`config.mk`:
```
export PLATFORM = sky130hd
export DESIGN_NAME = rms_vector_out_converter
export DESIGN_NICKNAME = d
export VERILOG_FILES = /design/src/rtl/rms_vector_out_converter_pkg.sv /design/src/rtl/rms_vector_out_converter_sat_convert.sv /design/src/rtl/rms_vector_out_converter.sv
export SDC_FILE = /design/constraint.sdc
export NUM_CORES = 1
export LEC_CHECK = 0
export BUFFER_PORTS_ARGS = -buffer_cell sky130_fd_sc_hd__clkbuf_2
export CORE_ASPECT_RATIO = 1.1
export CORE_MARGIN = 3
export CORE_UTILIZATION = 40
export DETAILED_ROUTE_END_ITERATION = 7
export PLACE_DENSITY_LB_ADDON = 0.08
export SYNTH_ARGS = -nofsm -noshare
export SYNTH_HDL_FRONTEND = slang
export SYNTH_SLANG_ARGS = --single-unit
```
`constraint.sdc`:
```
create_clock -name clk_i -period 5.37 [get_ports clk_i]
set_input_delay 0.2685 -clock clk_i [delete_from_list [all_inputs] [get_ports clk_i]]
set_output_delay 0.2685 -clock clk_i [all_outputs]
set_load 0.05 [all_outputs]
```
`src/rtl/rms_vector_out_converter_pkg.sv`:
```
// Fixed-point formats and the RMS-to-matmul output conversion helpers.
package rms_vector_out_converter_pkg;

  localparam int unsigned D = 4;

  localparam int unsigned RmsFixedPointPrecision = 16;
  localparam int          RmsFixedPointExponent  = 3;
  localparam int unsigned FixedPointPrecision    = 8;
  localparam int          FixedPointExponent     = 0;

  localparam int          RmsOutShift      = RmsFixedPointExponent - FixedPointExponent;
  localparam int unsigned RmsOutShiftLeft  = (RmsOutShift > 0) ? unsigned'(RmsOutShift) : 0;
  localparam int unsigned RmsOutShiftRight = (RmsOutShift < 0) ? unsigned'(-RmsOutShift) : 0;
  localparam int unsigned RmsExtWidth      = RmsFixedPointPrecision + FixedPointPrecision;

  typedef logic signed [RmsFixedPointPrecision-1:0] rms_fixed_point_t;
  typedef logic signed [FixedPointPrecision-1:0]    fixed_point_t;
  typedef logic signed [RmsExtWidth-1:0]            rms_ext_t;
  typedef logic [D-1:0][RmsFixedPointPrecision-1:0] rms_vector_t;
  typedef logic [D-1:0][FixedPointPrecision-1:0]    vector_t;
  typedef logic [D-1:0]                             sat_flags_t;

  localparam fixed_point_t FixedPointMax = {1'b0, {(FixedPointPrecision-1){1'b1}}};
  localparam fixed_point_t FixedPointMin = {1'b1, {(FixedPointPrecision-1){1'b0}}};

  // Sign-extend and rescale to the output exponent; the wide format cannot overflow.
  function automatic rms_ext_t rms_internal2out_ext(input rms_fixed_point_t x);
    rms_ext_t e;
    e = RmsExtWidth'(x);
    e = e <<< RmsOutShiftLeft;
    e = e >>> RmsOutShiftRight;
    return e;
  endfunction

  function automatic fixed_point_t rms_internal2out_sat(input rms_fixed_point_t x,
                                                       output logic sat);
    rms_ext_t e;
    e = rms_internal2out_ext(x);
    if (e > rms_ext_t'(FixedPointMax)) begin
      sat = 1'b1;
      return FixedPointMax;
    end else if (e < rms_ext_t'(FixedPointMin)) begin
      sat = 1'b1;
      return FixedPointMin;
    end
    sat = 1'b0;
    return FixedPointPrecision'(e);
  endfunction

endpackage

```
`src/rtl/rms_vector_out_converter_sat_convert.sv`:
```
// Single-element RMS-to-output converter; flag reports out-of-range in both modes.
module rms_sat_convert
  import rms_vector_out_converter_pkg::*;
#(
  parameter bit Saturate = 1'b1
) (
  input  rms_fixed_point_t x,
  output fixed_point_t     y,
  output logic             sat
);

  fixed_point_t y_sat;
  fixed_point_t y_wrap;
  logic         flag;

  always_comb begin
    flag   = 1'b0;
    y_sat  = rms_internal2out_sat(x, flag);
    y_wrap = FixedPointPrecision'(rms_internal2out_ext(x));
  end

  assign y   = Saturate ? y_sat : y_wrap;
  assign sat = flag;

endmodule

```
`src/rtl/rms_vector_out_converter.sv`:
```
// Accepts one RMS vector, converts it one element per cycle, then holds the
// converted vector until the downstream handshake completes.
module rms_vector_out_converter
  import rms_vector_out_converter_pkg::*;
#(
  parameter int unsigned D        = rms_vector_out_converter_pkg::D,
  parameter bit          Saturate = 1'b1
) (
  input  logic                                  clk_i,
  input  logic                                  rst_i,
  input  logic                                  in_valid_i,
  output logic                                  in_ready_o,
  input  logic [D*RmsFixedPointPrecision-1:0]   in_vector_i,
  output logic                                  out_valid_o,
  input  logic                                  out_ready_i,
  output logic [D*FixedPointPrecision-1:0]      out_vector_o,
  output logic [D-1:0]                          sat_flags_o
);

  localparam int unsigned IdxW = (D > 1) ? $clog2(D) : 1;

  localparam logic [1:0] IDLE    = 2'd0;
  localparam logic [1:0] CONVERT = 2'd1;
  localparam logic [1:0] HOLD    = 2'd2;

  logic [1:0]      state_q, state_d;
  logic [IdxW-1:0] idx_q, idx_d;
  logic            in_ready_q;
  logic            out_valid_q;
  logic            accept;
  logic            convert;

  logic [D-1:0][RmsFixedPointPrecision-1:0] in_reg_q;
  logic [D-1:0][FixedPointPrecision-1:0]    out_vec_q;
  logic [D-1:0]                             sat_q;

  rms_fixed_point_t elem_x;
  fixed_point_t     elem_y;
  logic             elem_sat;

  // State register and registered handshake outputs.
  always_ff @(posedge clk_i) begin
    if (rst_i) begin
      state_q     <= IDLE;
      idx_q       <= '0;
      in_ready_q  <= 1'b1;
      out_valid_q <= 1'b0;
    end else begin
      state_q     <= state_d;
      idx_q       <= idx_d;
      in_ready_q  <= (state_d == IDLE);
      out_valid_q <= (state_d == HOLD);
    end
  end

  // Next-state logic; the counter parks at D-1 instead of wrapping.
  always_comb begin
    state_d = state_q;
    idx_d   = idx_q;
    accept  = 1'b0;
    convert = 1'b0;
    case (state_q)
      IDLE: begin
        if (in_valid_i) begin
          accept  = 1'b1;
          idx_d   = '0;
          state_d = CONVERT;
        end
      end
      CONVERT: begin
        convert = 1'b1;
        if (idx_q == IdxW'(D-1)) state_d = HOLD;
        else                     idx_d   = idx_q + 1'b1;
      end
      HOLD: begin
        if (out_ready_i) state_d = IDLE;
      end
      default: state_d = IDLE;
    endcase
  end

  // Input register only changes on acceptance.
  always_ff @(posedge clk_i) begin
    if (!rst_i && accept) in_reg_q <= in_vector_i;
  end

  always_ff @(posedge clk_i) begin
    if (rst_i) begin
      out_vec_q <= '0;
      sat_q     <= '0;
    end else if (accept) begin
      sat_q <= '0;
    end else if (convert) begin
      out_vec_q[idx_q] <= elem_y;
      sat_q[idx_q]     <= elem_sat;
    end
  end

  assign elem_x = in_reg_q[idx_q];

  rms_sat_convert #(.Saturate(Saturate)) u_conv (
    .x   (elem_x),
    .y   (elem_y),
    .sat (elem_sat)
  );

  assign in_ready_o   = in_ready_q & ~rst_i;
  assign out_valid_o  = out_valid_q;
  assign out_vector_o = out_vec_q;
  assign sat_flags_o  = sat_q;

endmodule
```
==> results of run 1 <==
## cells by family (layout without fill, tap and decap cells)
| kind of cell | count (synthesis) | in the layout |
|---|---|---|
| DFF | 98 | 98 |
| buffers and inverters | 22 | 125 |
| adders and majority gates | 4 | 4 |
| AOI/OAI and AO/OA | 36 | 36 |
| muxes | 17 | 17 |
| and+or+nand+nor | 72 | 72 |
## state kept, by name, indices dropped and copies added (netlist names)
signal,count
state_q,2
out_vector_o,24
sat_flags_o,4
in_reg_q,64
in_ready_q,1
idx_q,2
out_valid_o,1
## metal layers
metal | global-route usage | vias up | part of all wire
li1 | - | 1144 | -
met1 | 0.190 | 1066 | 0.45
met2 | 0.235 | 82 | 0.48
met3 | 0.0415 | 10 | 0.057
met4 | 0.0498 | 0 | 0.014
met5 | 0 | - | 0
## cells in the final DEF, fill, tap and decap left out, drive strengths merged, types with 2 or more instances in the layout
cell type / n
mux4: 16
edfxtp: 64
nand2: 12
bufinv: 2
clkbuf: 115
a211oi: 17
clkinvlp: 2
and2: 4
or2: 2
a22oi: 2
nor2: 32
nand3: 4
o31ai: 4
o21ai: 4
dfxtp: 34
nand4: 3
nor3: 8
ha: 4
nand2b: 2
buf: 2
inv: 3
nor2b: 2
a21oi: 6
## critical path: stages, from the launching register on
cell      delay (ns)
dfxtp_1         0.84
buf_4           0.33
mux4_2          0.54
nor3_2          0.14
a41oi_1         0.25
nor2_1          0.34
a211oi_1        0.13
## per-stage QoR
stage	power (W)	instance area [sq um]	util	hold WS (ns)	setup slack (ns)
global placement	0.00101	4340	0.482	0.445	2.61
detailed placement	0.00101	4340	0.482	0.447	2.57
global route	0.00158	4560	0.506	0.0532	2.31
CTS	0.00153	4560	0.506	0.0619	2.56
finish	0.00151	4560	0.506	0.0780	2.64
floorplan	0.000967	3780	-	0.367	1.78
## power breakdown
group          switching, W  internal (W)  total [W]  leakage [nW]
clock network      0.000251      0.000264   0.000515         0.103
logic             0.0000879     0.0000543   0.000142         0.732
registers         0.0000160      0.000836   0.000852         0.870
total              0.000355       0.00115    0.00151          1.71
## cell type report
class,count,area (sq um)
flip-flops and latches,98,2600
clock buffers,10,128
fillers,785,4450
well taps,114,143
multi-input cells,129,1050
inverters,2,7.51
clock inverters,6,90.1
repair buffers,107,541
## worst paths after layout
kind,from,to,slack (ns)
worst max-delay path,idx_q[0],out_vector_o[12],2.64
worst min register to register,out_vector_o[7],out_vector_o[7],0.46
worst min-delay path,in_vector_i[5],in_reg_q[5],0.08
worst max register to register,idx_q[0],out_vector_o[12],2.64
==> summary.txt, run 1 <==
Sequential area share after synthesis - 0.690
XOR/XNOR Fraction of Synth Area - 0
Die Span Y - 108 microns
Io pins - 106
Skew final - 0.00693 ns
Clock Tree Root - clkbuf_8
Simple-gate share of the synthesized area - 0.0942
Worst hold stages - 1
Post-synth cell types - 33
Synth top area cells - edfxtp_1, dfxtp_1, mux4_2, a211oi_1, nor2_1
Die Area - 0.0106 sq mm
Clk sink count - 98
Core Region - 0.00901 sq mm
CP max FO - 12
Fin crit share - 0.509
Via/cell ratio - 4.94
EDFF count, synth - 64
Vias - 2302
Routed length per instance - 15.8 microns
Final Hold Viols - 0
Gpl congestion - 0.721
Mapped Nets - 321
Layout cells sized above 1 - 0.426
First-pass GRT wire length - 11.6 mm
Maximum clock rate - 366 MHz
P per Cell Area - 331 mW/mm^2
Setup CP Type - flop to flop
Largest family of logic cells by synthesized area - multiplexers
CP Data Required Time - 5.58 ns
Post-Syn Area - 0.00377 sq mm
Cell with the most instances after synthesis - edfxtp_1
Die Wd - 98.6 microns
Area delta synth->final - 20.9%
Post-CTS Setup Repair Bufs - 0
Leading area contributor after synthesis - edfxtp_1
Nets@finish - 419
Hold buffers post-CTS - 0
Max IR drop VDD - 0.000187 V
# setup viols final - 0
Synth Area in Adders - 0.0133
Arr. time, crit path - 2.94 ns
Initial Util - 0.419
Number of synthesized register bits - 98
CTS tree - built
Ys async rst share - 0
Post-route antenna net violation count - 0
Synth top cells by count - edfxtp_1, dfxtp_1, nor2_1
Largest net degree at the start of global routing - 65
Cells after synthesis - 249
Clock latency on the worst-skew pair - 0.36 ns
Max_cap viols - 0
Max H-tree Level - 3
CP endpoint kind - flop
All-layer global routing usage - 0.146
Syn_area_per_cell - 15.2 sq um
First DRT Iteration DRCs - 102
Synth warn - 0
Worst hold path type - input port to flop
Antenna violations before repair - 0
RSZ-0062 raised after global routing - no
Top-area cell type share of the netlist area - 0.509
Cells after DPL - 450
Vias in the first global route - 2240
Min cycle time layout - 2.73 ns
Post-Layout Cell Count - 466
Multiplexer share of the synthesized area - 0.0985
Drt first pass iters - 4
Pleak - 1.71 nW
Rows - 36
Setup TNS - 0 ns
Ant diodes - 0
Ys flop type - edfxtp_1
Bufs on Longest Clock Path - 2
Slew of the pin with the lowest slew margin - 0.933 ns
Residual DRC - 0
Total CTS buffers - 9
IO buf count - 105
Status - complete, no violations
Worst rel slew slack - 0.377
Hpwl dp - 5.42 mm
Crit start category - flop
Grt ovf - 0
Routed Wire Length - 7.38 mm
Slew Limit Fails - 0
Reg2reg path depth - 6
Synth Area in Compound Gates - 0.0697
Reg clk slew, reported paths - 0.09 ns
Cts repair resizes - 0
Note: power is estimated with default switching activity, not from simulation.
==> inputs of run 2 (changes only) <==
- clock period: 5.37 -> 2.2 ns (I/O delays scaled with it)
==> summary.txt, run 2 (same netlist as run 1, synthesis figures left out) <==
Fin crit share - 1.01
Initial Util - 0.419
Cells after DPL - 455
Nets@finish - 493
Largest net degree at the start of global routing - 65
Maximum clock rate - 451 MHz
Max_cap viols - 0
Slew of the pin with the lowest slew margin - 0.410 ns
Max H-tree Level - 3
Layout cells sized above 1 - 0.404
Delay-heaviest family, CP - buffers and inverters
Reg clk slew, reported paths - 0.09 ns
Clock latency on the worst-skew pair - 0.37 ns
CTS tree - built
Gpl congestion - 0.739
Cell chain of the critical path - buf_12, buf_4, mux4_2, nor3_4, buf_4, a41oi_4, nor2_1, buf_4, a211oi_1
Worst setup margin - -0.0192 ns
IO buf count - 105
CP max stage delay - 0.54 ns
Biggest register - in_reg_q
Drt first pass iters - 4
Ant diodes - 0
Clk sink count - 98
Setup CP Type - flop to flop
Tot Pwr - 0.00372 W
Die Wd - 98.6 microns
Via/cell ratio - 4.86
Failing checks - setup timing
Grt ovf - 0
Io pins - 106
RSZ-0062 raised after global routing - yes
P per Cell Area - 688 mW/mm^2
Bufs on Longest Clock Path - 2
Worst rel slew slack - 0.726
All-layer global routing usage - 0.164
Final Hold Viols - 0
Antenna violations before repair - 0
Max IR drop VDD - 0.000403 V
Arr. time, crit path - 2.46 ns
Core Region - 0.00901 sq mm
Crit start category - flop
First DRT Iteration DRCs - 58
Setup Slack @ Placement - -0.0651 ns
First-pass GRT wire length - 13.4 mm
CP endpoint kind - flop
# setup viols final - 4
Clock Tree Root - clkbuf_8
Vias - 2622
Post-Layout Cell Count - 540
Total CTS buffers - 9
Vias in the first global route - 2703
CP max FO - 10
CP most frequent cell - buf_4
Routed Wire Length - 8.25 mm
Hpwl dp - 5.29 mm
Post-Route Utilization - 0.599
CP Data Required Time - 2.44 ns
Skew final - 0.0110 ns
Crit path max-delay cell type - mux4_2
Max reg flops - 64
Commonest non-fill, non-tap cells in the layout - clkbuf_2, dlygate4sd3_1, edfxtp_1
Min cycle time layout - 2.22 ns
Commonest non-fill, non-tap cell in the layout - clkbuf_2
Pleak - 2.05 nW
Post-route antenna net violation count - 0
CP Buf/Inv Count - 4
Worst hold path type - input port to flop
Die Span Y - 108 microns
Status - finished with violations
Routed length per instance - 15.3 microns
Slew Limit Fails - 0
Area delta synth->final - 43.2%
Die Area - 0.0106 sq mm
Rows - 36
Residual DRC - 0
==> run 2: cell count changes in the layout (fill, tap and decap cells not counted), moves of 3 or more <==
cell / change
dlygate4sd3_1: +64
a211oi_2: +4
a211oi_1: -4
buf_12: +3
nor2_4: +3
buf_4: +6
nor2_1: -3
==> run 2: through the flow <==
step | hold WS, ns | cell area [sq um] | TNS [ns]
2_1_floorplan | 0.209 | 3790 | -18.11
3_3_place_gp | 0.286 | 4430 | -0.368
3_5_place_dp | 0.289 | 4430 | -0.666
4_1_cts | 0.0124 | 5300 | 0
5_1_grt | 0.0291 | 5400 | -1.22
6_report | 0.0276 | 5400 | -0.0525
==> run 2: report_power, final <==
group	switching [W]	internal, W	leakage (nW)	total (W)
sequential	0.0000270	0.00204	0.871	0.00207
clock	0.000607	0.000544	0.105	0.00115
combinational	0.000262	0.000235	1.08	0.000497
total	0.000897	0.00282	2.05	0.00372
==> run 2: worst paths after layout <==
| check | cells after the start | to | startpoint | slack [ns] |
|---|---|---|---|---|
| max | 9 | out_vector_o[14] | idx_q[0] | -0.02 |
| max reg2reg | 9 | out_vector_o[14] | idx_q[0] | -0.02 |
| min reg2reg | 2 | out_vector_o[23] | out_vector_o[23] | 0.46 |
| min | 3 | out_valid_o | out_ready_i | 0.03 |
==> run 2: area by class of cell <==
cell class	instances	area [sq um]
Fill cell	746	3610
Sequential cell	98	2610
Timing Repair Buffer	181	1300
Multi-Input combinational cell	129	1140
Clock buffer	13	180
Tap cell	114	143
Clock inverter	3	20.0
Inverter	2	7.51
==> run 2: routing by layer <==
| layer | part of all wire | global-route usage | wire length, microns | vias to the layer above |
|---|---|---|---|---|
| li1 | - | - | - | 1284 |
| met1 | 0.41 | 0.203 | 3350 | 1241 |
| met2 | 0.52 | 0.273 | 4270 | 83 |
| met3 | 0.054 | 0.0376 | 442 | 14 |
| met4 | 0.023 | 0.0790 | 186 | 0 |
| met5 | 0 | 0 | 0 | - |
==> run 2: worst min-delay path, stage by stage <==
cell and delay, ns:
clkbuf_2 0.07, or3b_2 0.11, a21oi_1 0.06
==> run 2: timing repair <==
item,in CTS,in global routing
hold buffers,64,0
buffers inserted,1,4
pin swaps,3,7
endpoints found under the setup margin,16,23
gates resized for setup,6,13
endpoints found under the hold margin,64,0
